$ cat src/rtl/ifu_pkg.sv
// rtl/ifu_pkg.sv - shared widths, FSM state and queue entry type for the instruction fetch unit
package ifu_pkg;

    localparam int PC_W    = 8;
    localparam int INSTR_W = 32;

    typedef enum logic [1:0] {
        IDLE  = 2'd0,
        REQ   = 2'd1,
        FLUSH = 2'd2
    } ifu_state_t;

    typedef struct packed {
        logic [PC_W-1:0]    pc;
        logic [INSTR_W-1:0] instr;
    } ifu_entry_t;

endpackage

$ cat src/rtl/instr_fetch_unit_if.sv
// rtl/instr_fetch_unit_if.sv - instruction memory bus and core instruction handshake
interface instr_fetch_unit_if;
    import ifu_pkg::*;

    logic               imem_req;
    logic [PC_W-1:0]    imem_addr;
    logic               imem_ack;
    logic [INSTR_W-1:0] imem_rdata;
    logic [INSTR_W-1:0] instr;
    logic [PC_W-1:0]    instr_pc;
    logic               instr_valid;
    logic               instr_ready;
    logic               redirect;
    logic [PC_W-1:0]    redirect_offset;

    modport master (
        output imem_req, imem_addr, instr, instr_pc, instr_valid,
        input  imem_ack, imem_rdata, instr_ready, redirect, redirect_offset
    );

    modport slave (
        input  imem_req, imem_addr, instr, instr_pc, instr_valid,
        output imem_ack, imem_rdata, instr_ready, redirect, redirect_offset
    );

endinterface

$ cat src/rtl/ifu_queue.sv
// rtl/ifu_queue.sv - two-entry synchronous instruction queue with flush
module ifu_queue
    import ifu_pkg::*;
(
    input  logic       clk,
    input  logic       reset,
    input  logic       push,
    input  logic       pop,
    input  logic       flush,
    input  ifu_entry_t wdata,
    output ifu_entry_t head,
    output logic       full,
    output logic       empty
);

    ifu_entry_t mem [2];
    logic       wr_ptr;
    logic       rd_ptr;
    logic [1:0] cnt;
    logic       do_push;
    logic       do_pop;

    assign full    = (cnt == 2'd2);
    assign empty   = (cnt == 2'd0);
    assign do_pop  = pop & ~empty;
    assign do_push = push & (~full | do_pop);
    assign head    = mem[rd_ptr];

    // Storage and pointers; flush drops every entry and wins over push/pop.
    always_ff @(posedge clk or negedge reset) begin
        if (!reset) begin
            mem[0] <= '0;
            mem[1] <= '0;
            wr_ptr <= 1'b0;
            rd_ptr <= 1'b0;
            cnt    <= 2'd0;
        end else if (flush) begin
            rd_ptr <= wr_ptr;
            cnt    <= 2'd0;
        end else begin
            if (do_push) begin
                mem[wr_ptr] <= wdata;
                wr_ptr      <= ~wr_ptr;
            end
            if (do_pop) begin
                rd_ptr <= ~rd_ptr;
            end
            case ({do_push, do_pop})
                2'b10:   cnt <= cnt + 2'd1;
                2'b01:   cnt <= cnt - 2'd1;
                default: cnt <= cnt;
            endcase
        end
    end

endmodule

$ cat src/rtl/instr_fetch_unit.sv
// rtl/instr_fetch_unit.sv - fetch FSM, PC/redirect logic and queue; IFU_PERF_CNT_EN adds fetch_count
module instr_fetch_unit
    import ifu_pkg::*;
#(
    parameter logic [PC_W-1:0] RESET_PC = 8'd0,
    parameter int              QDEPTH   = 2
) (
    input  logic                clk,
    input  logic                reset,
`ifdef IFU_PERF_CNT_EN
    output logic [15:0]         fetch_count,
`endif
    instr_fetch_unit_if.master  bus
);

    localparam logic [1:0] QD = 2'(QDEPTH);

    ifu_state_t      state;
    logic [PC_W-1:0] fetch_pc;
    logic [PC_W-1:0] target_pc;
    logic            imem_req_q;
    logic [PC_W-1:0] imem_addr_q;

    ifu_entry_t      head;
    ifu_entry_t      wdata;
    logic            q_full;
    logic            q_empty;
    logic            hs;
    logic            redir;
    logic [PC_W-1:0] redir_target;
    logic            ack_req;
    logic            push;
    logic [1:0]      occ;
    logic [1:0]      occ_next;
    logic            space;

    assign hs    = ~q_empty & bus.instr_ready;
    assign redir = hs & bus.redirect;
    // Both operands are 8 bits, so the sign-extended add modulo 256 is a plain add.
    assign redir_target = head.pc + bus.redirect_offset;
    assign ack_req      = (state == REQ) & bus.imem_ack;
    assign push         = ack_req & ~redir;
    assign wdata        = '{pc: imem_addr_q, instr: bus.imem_rdata};

    // Occupancy after this cycle's push/pop decides whether another fetch fits.
    always_comb begin
        occ      = q_full ? 2'd2 : (q_empty ? 2'd0 : 2'd1);
        occ_next = occ + {1'b0, push} - {1'b0, hs};
        space    = (occ_next < QD);
    end

    ifu_queue u_queue (
        .clk   (clk),
        .reset (reset),
        .push  (push),
        .pop   (hs),
        .flush (redir),
        .wdata (wdata),
        .head  (head),
        .full  (q_full),
        .empty (q_empty)
    );

    assign bus.imem_req    = imem_req_q;
    assign bus.imem_addr   = imem_addr_q;
    assign bus.instr       = head.instr;
    assign bus.instr_pc    = head.pc;
    assign bus.instr_valid = ~q_empty;

    // Fetch FSM: one outstanding request, held stable until its ack.
    always_ff @(posedge clk or negedge reset) begin
        if (!reset) begin
            state       <= IDLE;
            fetch_pc    <= RESET_PC;
            target_pc   <= '0;
            imem_req_q  <= 1'b0;
            imem_addr_q <= '0;
        end else begin
            case (state)
                IDLE: begin
                    if (redir) begin
                        imem_req_q  <= 1'b1;
                        imem_addr_q <= redir_target;
                        fetch_pc    <= redir_target;
                        state       <= REQ;
                    end else if (space) begin
                        imem_req_q  <= 1'b1;
                        imem_addr_q <= fetch_pc;
                        state       <= REQ;
                    end
                end
                REQ: begin
                    if (redir) begin
                        if (bus.imem_ack) begin
                            imem_addr_q <= redir_target;
                            fetch_pc    <= redir_target;
                        end else begin
                            target_pc <= redir_target;
                            state     <= FLUSH;
                        end
                    end else if (bus.imem_ack) begin
                        fetch_pc <= fetch_pc + 8'd1;
                        if (space) begin
                            imem_addr_q <= fetch_pc + 8'd1;
                        end else begin
                            imem_req_q <= 1'b0;
                            state      <= IDLE;
                        end
                    end
                end
                FLUSH: begin
                    if (bus.imem_ack) begin
                        imem_req_q <= 1'b0;
                        fetch_pc   <= target_pc;
                        state      <= IDLE;
                    end
                end
                default: state <= IDLE;
            endcase
        end
    end

`ifdef IFU_PERF_CNT_EN
    // Saturating count of instructions handed to the core.
    always_ff @(posedge clk or negedge reset) begin
        if (!reset) begin
            fetch_count <= 16'd0;
        end else if (hs && fetch_count != 16'hFFFF) begin
            fetch_count <= fetch_count + 16'd1;
        end
    end
`endif

endmodule
$ cat src/flat_wrapper.sv
// flat-port wrapper written by rule: the top's interface ports become plain ports
module instr_fetch_unit_flat import ifu_pkg::*;
#(
    parameter logic [PC_W-1:0] RESET_PC = 8'd0,
    parameter int              QDEPTH   = 2
)
  (clk, reset, bus_imem_req, bus_imem_addr, bus_instr, bus_instr_pc, bus_instr_valid, bus_imem_ack, bus_imem_rdata, bus_instr_ready, bus_redirect, bus_redirect_offset);
  instr_fetch_unit_if bus_i ();
  input  logic clk;
  input  logic reset;
  output wire logic [$bits(bus_i.imem_req)-1:0] bus_imem_req;
  output wire logic [$bits(bus_i.imem_addr)-1:0] bus_imem_addr;
  output wire logic [$bits(bus_i.instr)-1:0] bus_instr;
  output wire logic [$bits(bus_i.instr_pc)-1:0] bus_instr_pc;
  output wire logic [$bits(bus_i.instr_valid)-1:0] bus_instr_valid;
  input wire logic [$bits(bus_i.imem_ack)-1:0] bus_imem_ack;
  input wire logic [$bits(bus_i.imem_rdata)-1:0] bus_imem_rdata;
  input wire logic [$bits(bus_i.instr_ready)-1:0] bus_instr_ready;
  input wire logic [$bits(bus_i.redirect)-1:0] bus_redirect;
  input wire logic [$bits(bus_i.redirect_offset)-1:0] bus_redirect_offset;
  assign bus_imem_req = bus_i.imem_req;
  assign bus_imem_addr = bus_i.imem_addr;
  assign bus_instr = bus_i.instr;
  assign bus_instr_pc = bus_i.instr_pc;
  assign bus_instr_valid = bus_i.instr_valid;
  assign bus_i.imem_ack = bus_imem_ack;
  assign bus_i.imem_rdata = bus_imem_rdata;
  assign bus_i.instr_ready = bus_instr_ready;
  assign bus_i.redirect = bus_redirect;
  assign bus_i.redirect_offset = bus_redirect_offset;
  instr_fetch_unit #(.RESET_PC(RESET_PC), .QDEPTH(QDEPTH)) u_core (.clk(clk), .reset(reset), .bus(bus_i));
endmodule
$ cat config.mk
export PLATFORM = sky130hd
export DESIGN_NAME = instr_fetch_unit_flat
export DESIGN_NICKNAME = d
export VERILOG_FILES = /design/src/rtl/ifu_pkg.sv /design/src/rtl/instr_fetch_unit_if.sv /design/src/rtl/ifu_queue.sv /design/src/rtl/instr_fetch_unit.sv /design/src/flat_wrapper.sv
export SDC_FILE = /design/constraint.sdc
export NUM_CORES = 1
export LEC_CHECK = 0
export ABC_AREA = 1
export ABC_CLOCK_PERIOD_IN_PS = 5600
export CORE_MARGIN = 3
export CORE_UTILIZATION = 59
export DETAILED_ROUTE_END_ITERATION = 7
export PLACE_DENSITY = 0.86
export SYNTH_ARGS = -nofsm -noshare
export SYNTH_HDL_FRONTEND = slang
export SYNTH_HIERARCHICAL = 1
export SYNTH_SLANG_ARGS = --single-unit
export TNS_END_PERCENT = 10
$ cat constraint.sdc
create_clock -name clk -period 5.6 [get_ports clk]
set_input_delay 1.12 -clock clk [delete_from_list [all_inputs] [get_ports clk]]
set_output_delay 1.12 -clock clk [all_outputs]
set_load 0.01 [all_outputs]
==> impl_metrics.env <==
export IMPL_dr_wl_met2_mm=6.91
export IMPL_synthCells=776
export IMPL_fillers=752
export IMPL_drt_pass1_iter_count=5
export IMPL_antenna_left=0
export IMPL_r2r_setup_slack_ns=2.31
export IMPL_setup_viol=0
export IMPL_drive_above_1_share=0.122
export IMPL_synth_fp_nets=835
export IMPL_ys_ff_latch=111
export IMPL_fin_ws_ns=2.10
export IMPL_finalCritPeriodShare=0.625
export IMPL_num_rows=36
export IMPL_cp_cell_sequence="clkdlybuf4s50_1 -> inv_1 -> nor2_1 -> nand3b_4 -> nand4_4 -> buf_4 -> nand2_1 -> o21ai_2"
export IMPL_crit_buf_inv=3
export IMPL_grt_pass1_wl_mm=24.1
export IMPL_p_leak_uw=0.00373
export IMPL_period_minus_slack_ns=3.50
export IMPL_cts_tree="done"
export IMPL_slowest_stage="nand4_4"
export IMPL_die_x_um=108
export IMPL_slew_violations=0
export IMPL_diodes=0
export IMPL_ys_async_sr_fraction=1.00
export IMPL_crit_type="in2reg"
export IMPL_ir_drop_mv=0.377
export IMPL_gp_congestion=0.925
export IMPL_hold_buffers=0
export IMPL_startpoint_type="input port"
export IMPL_track_usage=0.257
export IMPL_rsz0062_at_grt="false"
export IMPL_r2r_end="u_core/u_queue/mem[74]"
export IMPL_areaGrowthSynthToFinish_pct=17.4
export IMPL_synth_top_area_frac=0.453
export IMPL_cp_top_family="simple AND/OR/NAND/NOR gates"
export IMPL_drt_met1_wl_mm=6.11
export IMPL_crit_required_ns=5.85
export IMPL_slew_headroom=0.313
export IMPL_overflow=0
export IMPL_p_per_area_mw_per_mm2=609
export IMPL_wl_per_cell_um=14.5
export IMPL_synth_edff_count=0
export IMPL_start_util=0.617
export IMPL_cts_sinks=111
export IMPL_clk_path_buf_depth=2
export IMPL_setup_tns_ns=0
export IMPL_crit_path_start="bus_instr_ready"
export IMPL_synthTopCellsByCount="329 x nand2_1, 111 x dfrtp_1, 79 x inv_1"
export IMPL_seq_area_frac_synth=0.453
export IMPL_vias=5376
export IMPL_antenna_found_initial=0
export IMPL_dr_wl_met3_um=984
export IMPL_worst_pin_slew_ns=1.03
export IMPL_synthFlopType="dfrtp_1"
export IMPL_worst_r2r_startpoint="u_core/state[1]"
export IMPL_cts_root_buf="clkbuf_8"
export IMPL_clk_latency_ns=0.37
export IMPL_clock_skew_ns=0.0158
export IMPL_yosysTopAreaCell="dfrtp_1"
export IMPL_cp_max_fo=60
export IMPL_hp_class="reg2reg"
export IMPL_first_global_vias=5283
export IMPL_cts_buffers=9
export IMPL_syn_area_per_cell_um2=7.91
export IMPL_die_area_mm2=0.0117
export IMPL_grt_max_degree=81
export IMPL_cts_setup_buffers=0
export IMPL_status="finished clean"
export IMPL_synth_most_common_cell="nand2_1"
export IMPL_maxCapViolations=0
export IMPL_end_kind="flop"
export IMPL_worstRegToRegCells=10
export IMPL_crit_end="u_core/u_queue/mem[74]"
export IMPL_yosys_cell_types_count=36
export IMPL_clk_pin_slew_worst_paths_ns=0.10
export IMPL_slowest_delay_ns=0.75
export IMPL_regArea_mm2=0.00278
export IMPL_drt_iter0_drc=463
export IMPL_hold_viol=0
export IMPL_min_from="u_core/u_queue/mem[60]"
export IMPL_ios=95
export IMPL_multi_input_area_mm2=0.00277
export IMPL_top_layer_used="met4"
export IMPL_synth_warnings=6
export IMPL_drt_total_wl_mm=14.4
export IMPL_cts_resized=0
export IMPL_nNetsFinal=913
export IMPL_synth_area_top_cells="dfrtp_1 45%, nand2_1 20%, o21ai_2 8.3%"
export IMPL_arrival_ns=3.75
export IMPL_dp_hpwl_mm=9.98
export IMPL_fp_dieH_um=108
export IMPL_path_depth=8
export IMPL_io_buffers=94
export IMPL_drc=0
export IMPL_viasPerCell=5.42
export IMPL_preCtsSetupSlack_ns=1.75
export IMPL_syn_area_mm2=0.00614
export IMPL_cts_max_level=3
export IMPL_max_freq_mhz=286
export IMPL_design_core_area_mm2=0.00995
-- worst register-to-register path, delay by kind of cell (launching register included) --
family | cells | cell delay [ns]
and+or+nand+nor | 4 | 1.14
DFF | 1 | 0.44
adders and majority gates | 1 | 0.51
buffers and inverters | 4 | 1.01
AOI/OAI and AO/OA | 1 | 0.06
-- logic make-up after synthesis --
group / after synthesis / share of synthesized area
AOI/OAI and AO/OA: 131 / 0.145
buffers and inverters: 119 / 0.0964
xor gates and xnor gates: 5 / 0.00714
and+or+nand+nor: 396 / 0.269
DFF: 111 / 0.453
adders and majority gates: 14 / 0.0298
-- placed cells by master, fill, tap and decap left out, drive strengths merged --
| cell type | count |
|---|---|
| nand2 | 332 |
| dfrtp | 111 |
| o21ai | 104 |
| clkdlybuf4s50 | 93 |
| inv | 90 |
| nand3 | 30 |
| nor2 | 20 |
| a21oi | 17 |
| ha | 13 |
| clkbuf | 10 |
| buf | 6 |
| a31oi | 6 |
| or2 | 5 |
| nand4 | 5 |
| xnor2 | 3 |
| nand3b | 3 |
| clkinv | 2 |
| xor2 | 2 |
| o22ai | 2 |
| clkinvlp | 1 |
| o211ai | 1 |
| nor3 | 1 |
| o31ai | 1 |
| fa | 1 |
-- metrics by stage --
step,std cells,instance area [um^2],utilization,total power [uW],hold WS [ns]
global route,992,7210,0.724,4760,0.506
detailed placement,976,7020,0.705,3910,0.468
CTS,992,7210,0.724,4390,0.493
finish,992,7210,0.724,4390,0.489
global placement,976,7020,0.705,3800,0.463
floorplan,776,6140,-,3070,0.453
-- power by group --
part | switching (uW) | total [uW] | internal [uW]
Combinational | 1480 | 2520 | 1040
Sequential | 241 | 1410 | 1170
Clock | 279 | 460 | 181
-- cell type report --
type | count | share of cell area
Tap cell | 133 | 0.0231
Clock inverter | 6 | 0.00712
Timing Repair Buffer | 99 | 0.135
Multi-Input combinational cell | 546 | 0.384
Clock buffer | 10 | 0.0191
Inverter | 87 | 0.0457
Sequential cell | 111 | 0.385
-- flip-flops by register name (all words and copies together) (netlist names) --
register               cells
u_core/bus.imem_addr       8
u_core/bus.imem_req        1
u_core/fetch_pc            8
u_core/state               2
u_core/target_pc           8
u_core/u_queue/cnt         2
u_core/u_queue/mem        80
u_core/u_queue/rd_ptr      1
u_core/u_queue/wr_ptr      1
-- worst min path at each step --
stage	endpoint	slack [ns]	cells past startpoint
after floorplan	u_core/target_pc[2]	0.45	2
after global placement	u_core/u_queue/mem[1]	0.46	2
after detailed placement	u_core/u_queue/mem[55]	0.47	2
after CTS	u_core/u_queue/mem[55]	0.49	2
after global routing	u_core/u_queue/mem[75]	0.51	2
final	u_core/u_queue/mem[60]	0.49	2
-- routing by layer --
| layer | track usage | vias up |
|---|---|---|
| li1 | - | 2595 |
| met5 | 0 | - |
| met3 | 0.0388 | 42 |
| met2 | 0.421 | 233 |
| met4 | 0.107 | 0 |
| met1 | 0.344 | 2506 |
(Power assumes the default switching activity.)
